`src/rtl/cla_pkg.sv`:
```
// Shared constants and helpers for the two-level carry-lookahead adder.
// Latency: none (declarations only).
// Backpressure: none.
package cla_pkg;

  // Bits per first-level lookahead group.
  localparam int CLA_GROUP_W          = 4;
  // Groups (or P/G pairs) combined by one second-level unit.
  localparam int CLA_GROUPS_PER_LEVEL = 4;
  // Bits covered by one second-level unit.
  localparam int CLA_UNIT_W           = CLA_GROUP_W * CLA_GROUPS_PER_LEVEL;

  // The only operand widths the adder supports: one or two 16-bit halves.
  localparam int CLA_LEGAL_W_LO = 16;
  localparam int CLA_LEGAL_W_HI = 32;

  function automatic bit cla_width_ok(input int w);
    return (w == CLA_LEGAL_W_LO) || (w == CLA_LEGAL_W_HI);
  endfunction

endpackage

```
`src/rtl/cla_4bit.sv`:
```
// 4-bit lookahead slice: sum bits plus group propagate/generate.
// Latency: combinational.
// Backpressure: none.
module cla_4bit
  import cla_pkg::*;
(
  input  logic [CLA_GROUP_W-1:0] a,
  input  logic [CLA_GROUP_W-1:0] b,
  input  logic                   cin,
  output logic [CLA_GROUP_W-1:0] s,
  output logic                   p,
  output logic                   g
);

  logic [CLA_GROUP_W-1:0] pb;
  logic [CLA_GROUP_W-1:0] gb;
  logic [CLA_GROUP_W-1:0] c;

  assign pb = a ^ b;
  assign gb = a & b;

  // Every carry is a flat sum of products from cin, so no carry waits on another.
  always_comb begin
    c[0] = cin;
    c[1] = gb[0] | (pb[0] & cin);
    c[2] = gb[1] | (pb[1] & gb[0]) | (pb[1] & pb[0] & cin);
    c[3] = gb[2] | (pb[2] & gb[1]) | (pb[2] & pb[1] & gb[0])
         | (pb[2] & pb[1] & pb[0] & cin);
  end

  assign s = pb ^ c;

  assign p = &pb;
  assign g = gb[3] | (pb[3] & gb[2]) | (pb[3] & pb[2] & gb[1])
           | (pb[3] & pb[2] & pb[1] & gb[0]);

endmodule

```
`src/rtl/cla_lookahead_unit.sv`:
```
// Second-level lookahead: four group P/G pairs to inter-group carries and cout.
// Latency: combinational.
// Backpressure: none.
module cla_lookahead_unit
  import cla_pkg::*;
(
  input  logic [CLA_GROUPS_PER_LEVEL-1:0] p,
  input  logic [CLA_GROUPS_PER_LEVEL-1:0] g,
  input  logic                            cin,
  output logic [3:1]                      c,
  output logic                            blk_p,
  output logic                            blk_g,
  output logic                            cout
);

  // Same flattened equations as inside a group, one level up on group P/G.
  always_comb begin
    c[1] = g[0] | (p[0] & cin);
    c[2] = g[1] | (p[1] & g[0]) | (p[1] & p[0] & cin);
    c[3] = g[2] | (p[2] & g[1]) | (p[2] & p[1] & g[0])
         | (p[2] & p[1] & p[0] & cin);
  end

  assign blk_p = &p;
  assign blk_g = g[3] | (p[3] & g[2]) | (p[3] & p[2] & g[1])
               | (p[3] & p[2] & p[1] & g[0]);
  assign cout  = blk_g | (blk_p & cin);

endmodule

```
`src/rtl/carry_look_ahead_adder_32bit.sv`:
```
// Registered two-level carry-lookahead adder: {cout,sum} = A + B + cin.
// Latency: 1 cycle, one new operand pair accepted every cycle.
// Backpressure: none; no handshake, results are overwritten each edge.
module carry_look_ahead_adder_32bit
  import cla_pkg::*;
#(
  parameter int WIDTH = 16
) (
  input  logic             clk,
  input  logic             rst_n,
  input  logic [WIDTH-1:0] A,
  input  logic [WIDTH-1:0] B,
  input  logic             cin,
  output logic [WIDTH-1:0] sum,
  output logic             cout
);

  localparam int NGRP  = WIDTH / CLA_GROUP_W;
  localparam int NUNIT = WIDTH / CLA_UNIT_W;

  if (!cla_width_ok(WIDTH)) begin : g_bad_width
    $error("carry_look_ahead_adder_32bit: WIDTH must be 16 or 32");
  end

  logic [WIDTH-1:0] sum_d;
  logic [NGRP-1:0]  grp_p;
  logic [NGRP-1:0]  grp_g;
  logic [NGRP-1:0]  grp_c;
  logic [NUNIT:0]   unit_c;
  logic [NUNIT-1:0] blk_p;
  logic [NUNIT-1:0] blk_g;
  logic             unused_blk_pg;

  // Block P/G are exposed for a future third level; nothing consumes them yet.
  assign unused_blk_pg = ^{blk_p, blk_g};

  assign unit_c[0] = cin;

  // Second-level units; the only ripple hop is between 16-bit halves.
  for (genvar u = 0; u < NUNIT; u++) begin : g_unit
    assign grp_c[u*CLA_GROUPS_PER_LEVEL] = unit_c[u];

    cla_lookahead_unit u_lau (
      .p     (grp_p[u*CLA_GROUPS_PER_LEVEL +: CLA_GROUPS_PER_LEVEL]),
      .g     (grp_g[u*CLA_GROUPS_PER_LEVEL +: CLA_GROUPS_PER_LEVEL]),
      .cin   (unit_c[u]),
      .c     (grp_c[u*CLA_GROUPS_PER_LEVEL+1 +: 3]),
      .blk_p (blk_p[u]),
      .blk_g (blk_g[u]),
      .cout  (unit_c[u+1])
    );
  end

  // First-level 4-bit slices, each fed by its lookahead carry.
  for (genvar gi = 0; gi < NGRP; gi++) begin : g_grp
    cla_4bit u_slice (
      .a   (A[gi*CLA_GROUP_W +: CLA_GROUP_W]),
      .b   (B[gi*CLA_GROUP_W +: CLA_GROUP_W]),
      .cin (grp_c[gi]),
      .s   (sum_d[gi*CLA_GROUP_W +: CLA_GROUP_W]),
      .p   (grp_p[gi]),
      .g   (grp_g[gi])
    );
  end

  // Output register; reset wins over any operand presented on the same edge.
  always_ff @(posedge clk) begin
    if (!rst_n) begin
      sum  <= '0;
      cout <= 1'b0;
    end else begin
      sum  <= sum_d;
      cout <= unit_c[NUNIT];
    end
  end

endmodule

```
`config.mk`:
```
export PLATFORM = sky130hd
export DESIGN_NAME = carry_look_ahead_adder_32bit
export DESIGN_NICKNAME = d
export VERILOG_FILES = /design/src/rtl/cla_pkg.sv /design/src/rtl/cla_4bit.sv /design/src/rtl/cla_lookahead_unit.sv /design/src/rtl/carry_look_ahead_adder_32bit.sv
export SDC_FILE = /design/constraint.sdc
export NUM_CORES = 1
export LEC_CHECK = 0
export ABC_AREA = 1
export CAP_MARGIN = 20
export CORE_MARGIN = 3
export CORE_UTILIZATION = 48
export CTS_CLUSTER_DIAMETER = 200
export DETAILED_ROUTE_END_ITERATION = 8
export PLACE_DENSITY = 0.86
export SKIP_LAST_GASP = 1
export SYNTH_ARGS = -nofsm -noshare
export SYNTH_HDL_FRONTEND = slang
export SYNTH_HIERARCHICAL = 1
export SYNTH_SLANG_ARGS = --single-unit
```
`constraint.sdc`:
```
create_clock -name clk -period 4.7 [get_ports clk]
set_clock_uncertainty 0.15 [all_clocks]
set_input_delay 1.41 -clock clk [delete_from_list [all_inputs] [get_ports clk]]
set_output_delay 1.41 -clock clk [all_outputs]
set_load 0.01 [all_outputs]
```
Word level (Yosys, flattened, before mapping)
Cells that the tools add are included.
Cells by class
  bitwise logic cells: 129
  reduce and logical (&&, ||, !) cells: 5
Operators with widths (number)
  $and A1 B1 Y1: 71
  $or A1 B1 Y1: 46
  $xor A4 B4 Y4: 8
  $and A4 B4 Y4: 4
  $reduce_and A16 Y1: 1
  $reduce_and A4 Y1: 4
Storage, ports and cells
  flip-flop bits (word level): 17
  input port bits: 35
  output and inout port bits: 17
  logic and storage cells: 136

Logic depth before layout (Yosys ltp)
  depth in word-level cells: 12
  depth in mapped cells: 13
  mapped depth without buffers: 13

Hierarchy
Netlist, hierarchy kept.
Modules (own cells, without submodules)
  carry_look_ahead_adder_32bit: times used 1, cells an instance 53, area each 496.7 um^2
  cla_4bit (g_grp[2].u_slice ...): times used 2, cells an instance 33, area each 203.9 um^2
  cla_4bit (g_grp[0].u_slice ...): times used 2, cells an instance 32, area each 201.4 um^2
  cla_lookahead_unit: times used 1, cells an instance 19, area each 100.1 um^2

Worst setup path before layout
No wires, ideal clock.
  path type: input port to flip-flop
  from: input A[6]
  to: register sum[13]
  data arrival time: 3.139 ns
  path slack: 1.302 ns
  cell stages on the path: 10
  path through: ha_1 > inv_1 > nor3_1 > nand2_1 > o21ai_0 > inv_1 > fa_1 > xnor2_1 > nand2_1 > inv_1
RTL lines
  start, declared: RTL line carry_look_ahead_adder_32bit.sv:11  | input logic [WIDTH-1:0] A,
  $xor A4 B4 Y4 *: RTL line cla_4bit.sv:19  | assign pb = a ^ b;
  $reduce_and A4 Y1 *: RTL line cla_4bit.sv:33  | assign p = &pb;
  net grp_p[1]: RTL line carry_look_ahead_adder_32bit.sv:26  | logic [NGRP-1:0] grp_p;
  $and A1 B1 Y1 *: RTL line cla_lookahead_unit.sv:20, cla_lookahead_unit.sv:21
  $and A1 B1 Y1 (on tied branches): RTL line cla_lookahead_unit.sv:20, cla_lookahead_unit.sv:21
  $or A1 B1 Y1 / $and A1 B1 Y1 (equally long branches): RTL line cla_lookahead_unit.sv:20, cla_lookahead_unit.sv:21
  $or A1 B1 Y1 *: RTL line cla_lookahead_unit.sv:21  | | (p[2] & p[1] & p[0] & cin);
  net grp_c[3]: RTL line carry_look_ahead_adder_32bit.sv:28  | logic [NGRP-1:0] grp_c;
  $and A1 B1 Y1 *: RTL line cla_4bit.sv:25  | c[1] = gb[0] | (pb[0] & cin);
  $or A1 B1 Y1 *: RTL line cla_4bit.sv:25
  $xor A4 B4 Y4 *: RTL line cla_4bit.sv:31  | assign s = pb ^ c;
  net sum_d[13]: RTL line carry_look_ahead_adder_32bit.sv:25  | logic [WIDTH-1:0] sum_d;
  end signal, assigned: RTL line carry_look_ahead_adder_32bit.sv:72  | sum <= sum_d;
  end, declared: RTL line carry_look_ahead_adder_32bit.sv:14  | output logic [WIDTH-1:0] sum,
Mark *: on every way through the listed nets, which the timed path passes. The rest lies on a longest branch.
A chain may end at the register's enable or synchronous reset.

Worst setup path in the final report
  from: input A[1]
  to: register sum[13]
RTL lines (RTL line)
  $xor A4 B4 Y4: cla_4bit.sv:19
  $reduce_and A4 Y1: cla_4bit.sv:33
  net grp_p[0]: carry_look_ahead_adder_32bit.sv:26
  $and A1 B1 Y1 (2 in series): cla_lookahead_unit.sv:21
  $or A1 B1 Y1: cla_lookahead_unit.sv:21
  net grp_c[3]: carry_look_ahead_adder_32bit.sv:28
  $and A1 B1 Y1: cla_4bit.sv:25
  $or A1 B1 Y1: cla_4bit.sv:25
  $xor A4 B4 Y4: cla_4bit.sv:31
  net sum_d[13]: carry_look_ahead_adder_32bit.sv:25
The timed path passes the listed nets, and every way through them passes these cells.

==> results.ini <==
[place]
place_area_um2 = 1930
post-dp-hpwl_mm = 2.46
dp.cells = 280
port_buffers = 51
place.gp.congestion = 0.846

[power_and_ir_drop]
vdd_drop_max_mv = 0.174
power_density_nw_per_um2 = 223
leakagePower_nw = 1.08

[setup_path]
required_ns = 4.74
crit_buf_inv = 3
timing.critical_path.slowest_cell_delay_ns = 0.41
path_class = in2reg
critPathSlowestCell = clkdlybuf4s50_1
critPathLaunch = A[1]
path_cells = clkdlybuf4s50_1, ha_1, nand2_1, nor3_1, a21oi_1, o21ai_0, inv_1, fa_1, xnor2_1, nand2_1, inv_1
path_max_fanout = 6
setup.worst_path.start_class = input pin
crit_family = adder cells
endpoint_kind = flop
cp.arrival_ns = 3.82

[clock_network]
cts-root-buf = clkbuf_4
clk_pin_slew_ns = 0.10
cts_buffers = 3
h-tree-depth = 1
cts_buffer_depth = 2
post-cts-setup-buffers = 0
cts_hold_buffers = 0
cts.sinks = 17
cts.repair.resized = 0
cts_tree = built

[sta]
rsz0062_at_grt = false
fin_setup_tns_ns = 0
setup_viol = 0
finalCritPeriodShare = 0.804
hold_viol = 0
period_needed_ns = 3.78
slew_headroom = 0.589
tightestPinTransition_ns = 0.614
max_clock_freq_mhz = 265
slew_viol_final = 0

[die]
start_util = 0.533
die_h_um = 60.1
fp.dieW_um = 60.1
io_pins = 52
row_count = 18
die-area_um2 = 3610
core_um2 = 2640

[run]
cap_violations = 0

[grt]
grt_max_degree = 18
grt_usage = 0.166
grt_first_pass_wirelength_mm = 4.69
overflow = 0
antenna_found_initial = 0
grt_pass1_vias = 1195

[hold_path]
worstHoldStart = cin
hold_class = in2reg

[routing]
drc = 0
drt_wl_total_mm = 2.80
wire_per_inst_um = 9.85
antenna_left = 0
viasPerCell = 4.61
drt_first_pass_iters = 5
vias = 1309
drt-initial-drc-count = 26

[layout]
n_antenna_cell = 0
stdcell_area_um2 = 1950
final_nets = 314
drive_gt1_frac = 0.0394
final_cells = 284
final_common_cell = nand2_1
area_growth_pct = 39.1
final_cell_mix = nand2_1, inv_1, clkdlybuf4s50_1, ha_1, dfxtp_1

[outcome]
status = completed

[yosys]
syn_nets = 260
syn_area_um2 = 1400
yosysWarnings = 6
synth.avg_cell_area_um2 = 6.98
synthCells = 201

## power breakdown
| part | total, mW | leakage, nW | internal [mW] | switching, mW |
|---|---|---|---|---|
| sequential | 0.167 | 0.142 | 0.163 | 0.00418 |
| combinational | 0.193 | 0.925 | 0.101 | 0.0917 |
| clock | 0.0758 | 0.0177 | 0.0316 | 0.0442 |
| total | 0.435 | 1.08 | 0.295 | 0.140 |
## routing by layer
metal  global-route usage  wire length (µm)  part of all wire  vias up
met2                0.326              1460              0.52       32
li1                     -                 -                 -      704
met3               0.0194               163             0.058        2
met5                    0                 0                 0        -
met4               0.0475                25            0.0089        0
met1                0.182              1150              0.41      571
## area by class of cell
cell class	count	area (µm²)
inverters	52	195
clock inverters	1	5.00
flip-flops and latches	17	340
multi-input cells	130	842
clock buffers	3	22.5
repair buffers	51	510
fillers	217	682
well taps	30	37.5
## worst paths after layout
| path | to | slack, ns | depth (start not counted) |
|---|---|---|---|
| worst min-delay path | cout | 1.80 | 5 |
| worst max-delay path | sum[13] | 0.92 | 11 |
## worst min-delay path: stages
cell and delay (ns):
clkdlybuf4s50_1 0.52, nand2_2 0.12, nand3_2 0.05, nand2_1 0.07, inv_1 0.04
## metrics by stage
step | hold slack [ns] | util | worst slack (ns) | power, mW
floorplan | 1.44 | - | 1.30 | 0.279
global placement | 1.99 | 0.731 | 0.703 | 0.357
detailed placement | 1.99 | 0.731 | 0.631 | 0.364
CTS | 1.80 | 0.741 | 0.945 | 0.440
global route | 1.84 | 0.741 | 0.578 | 0.469
finish | 1.80 | 0.741 | 0.922 | 0.435
## registers in the layout, indices dropped and copies added, names as in the netlist
register	cells
cout	1
sum	16
Note: power is estimated with default switching activity, not from simulation.
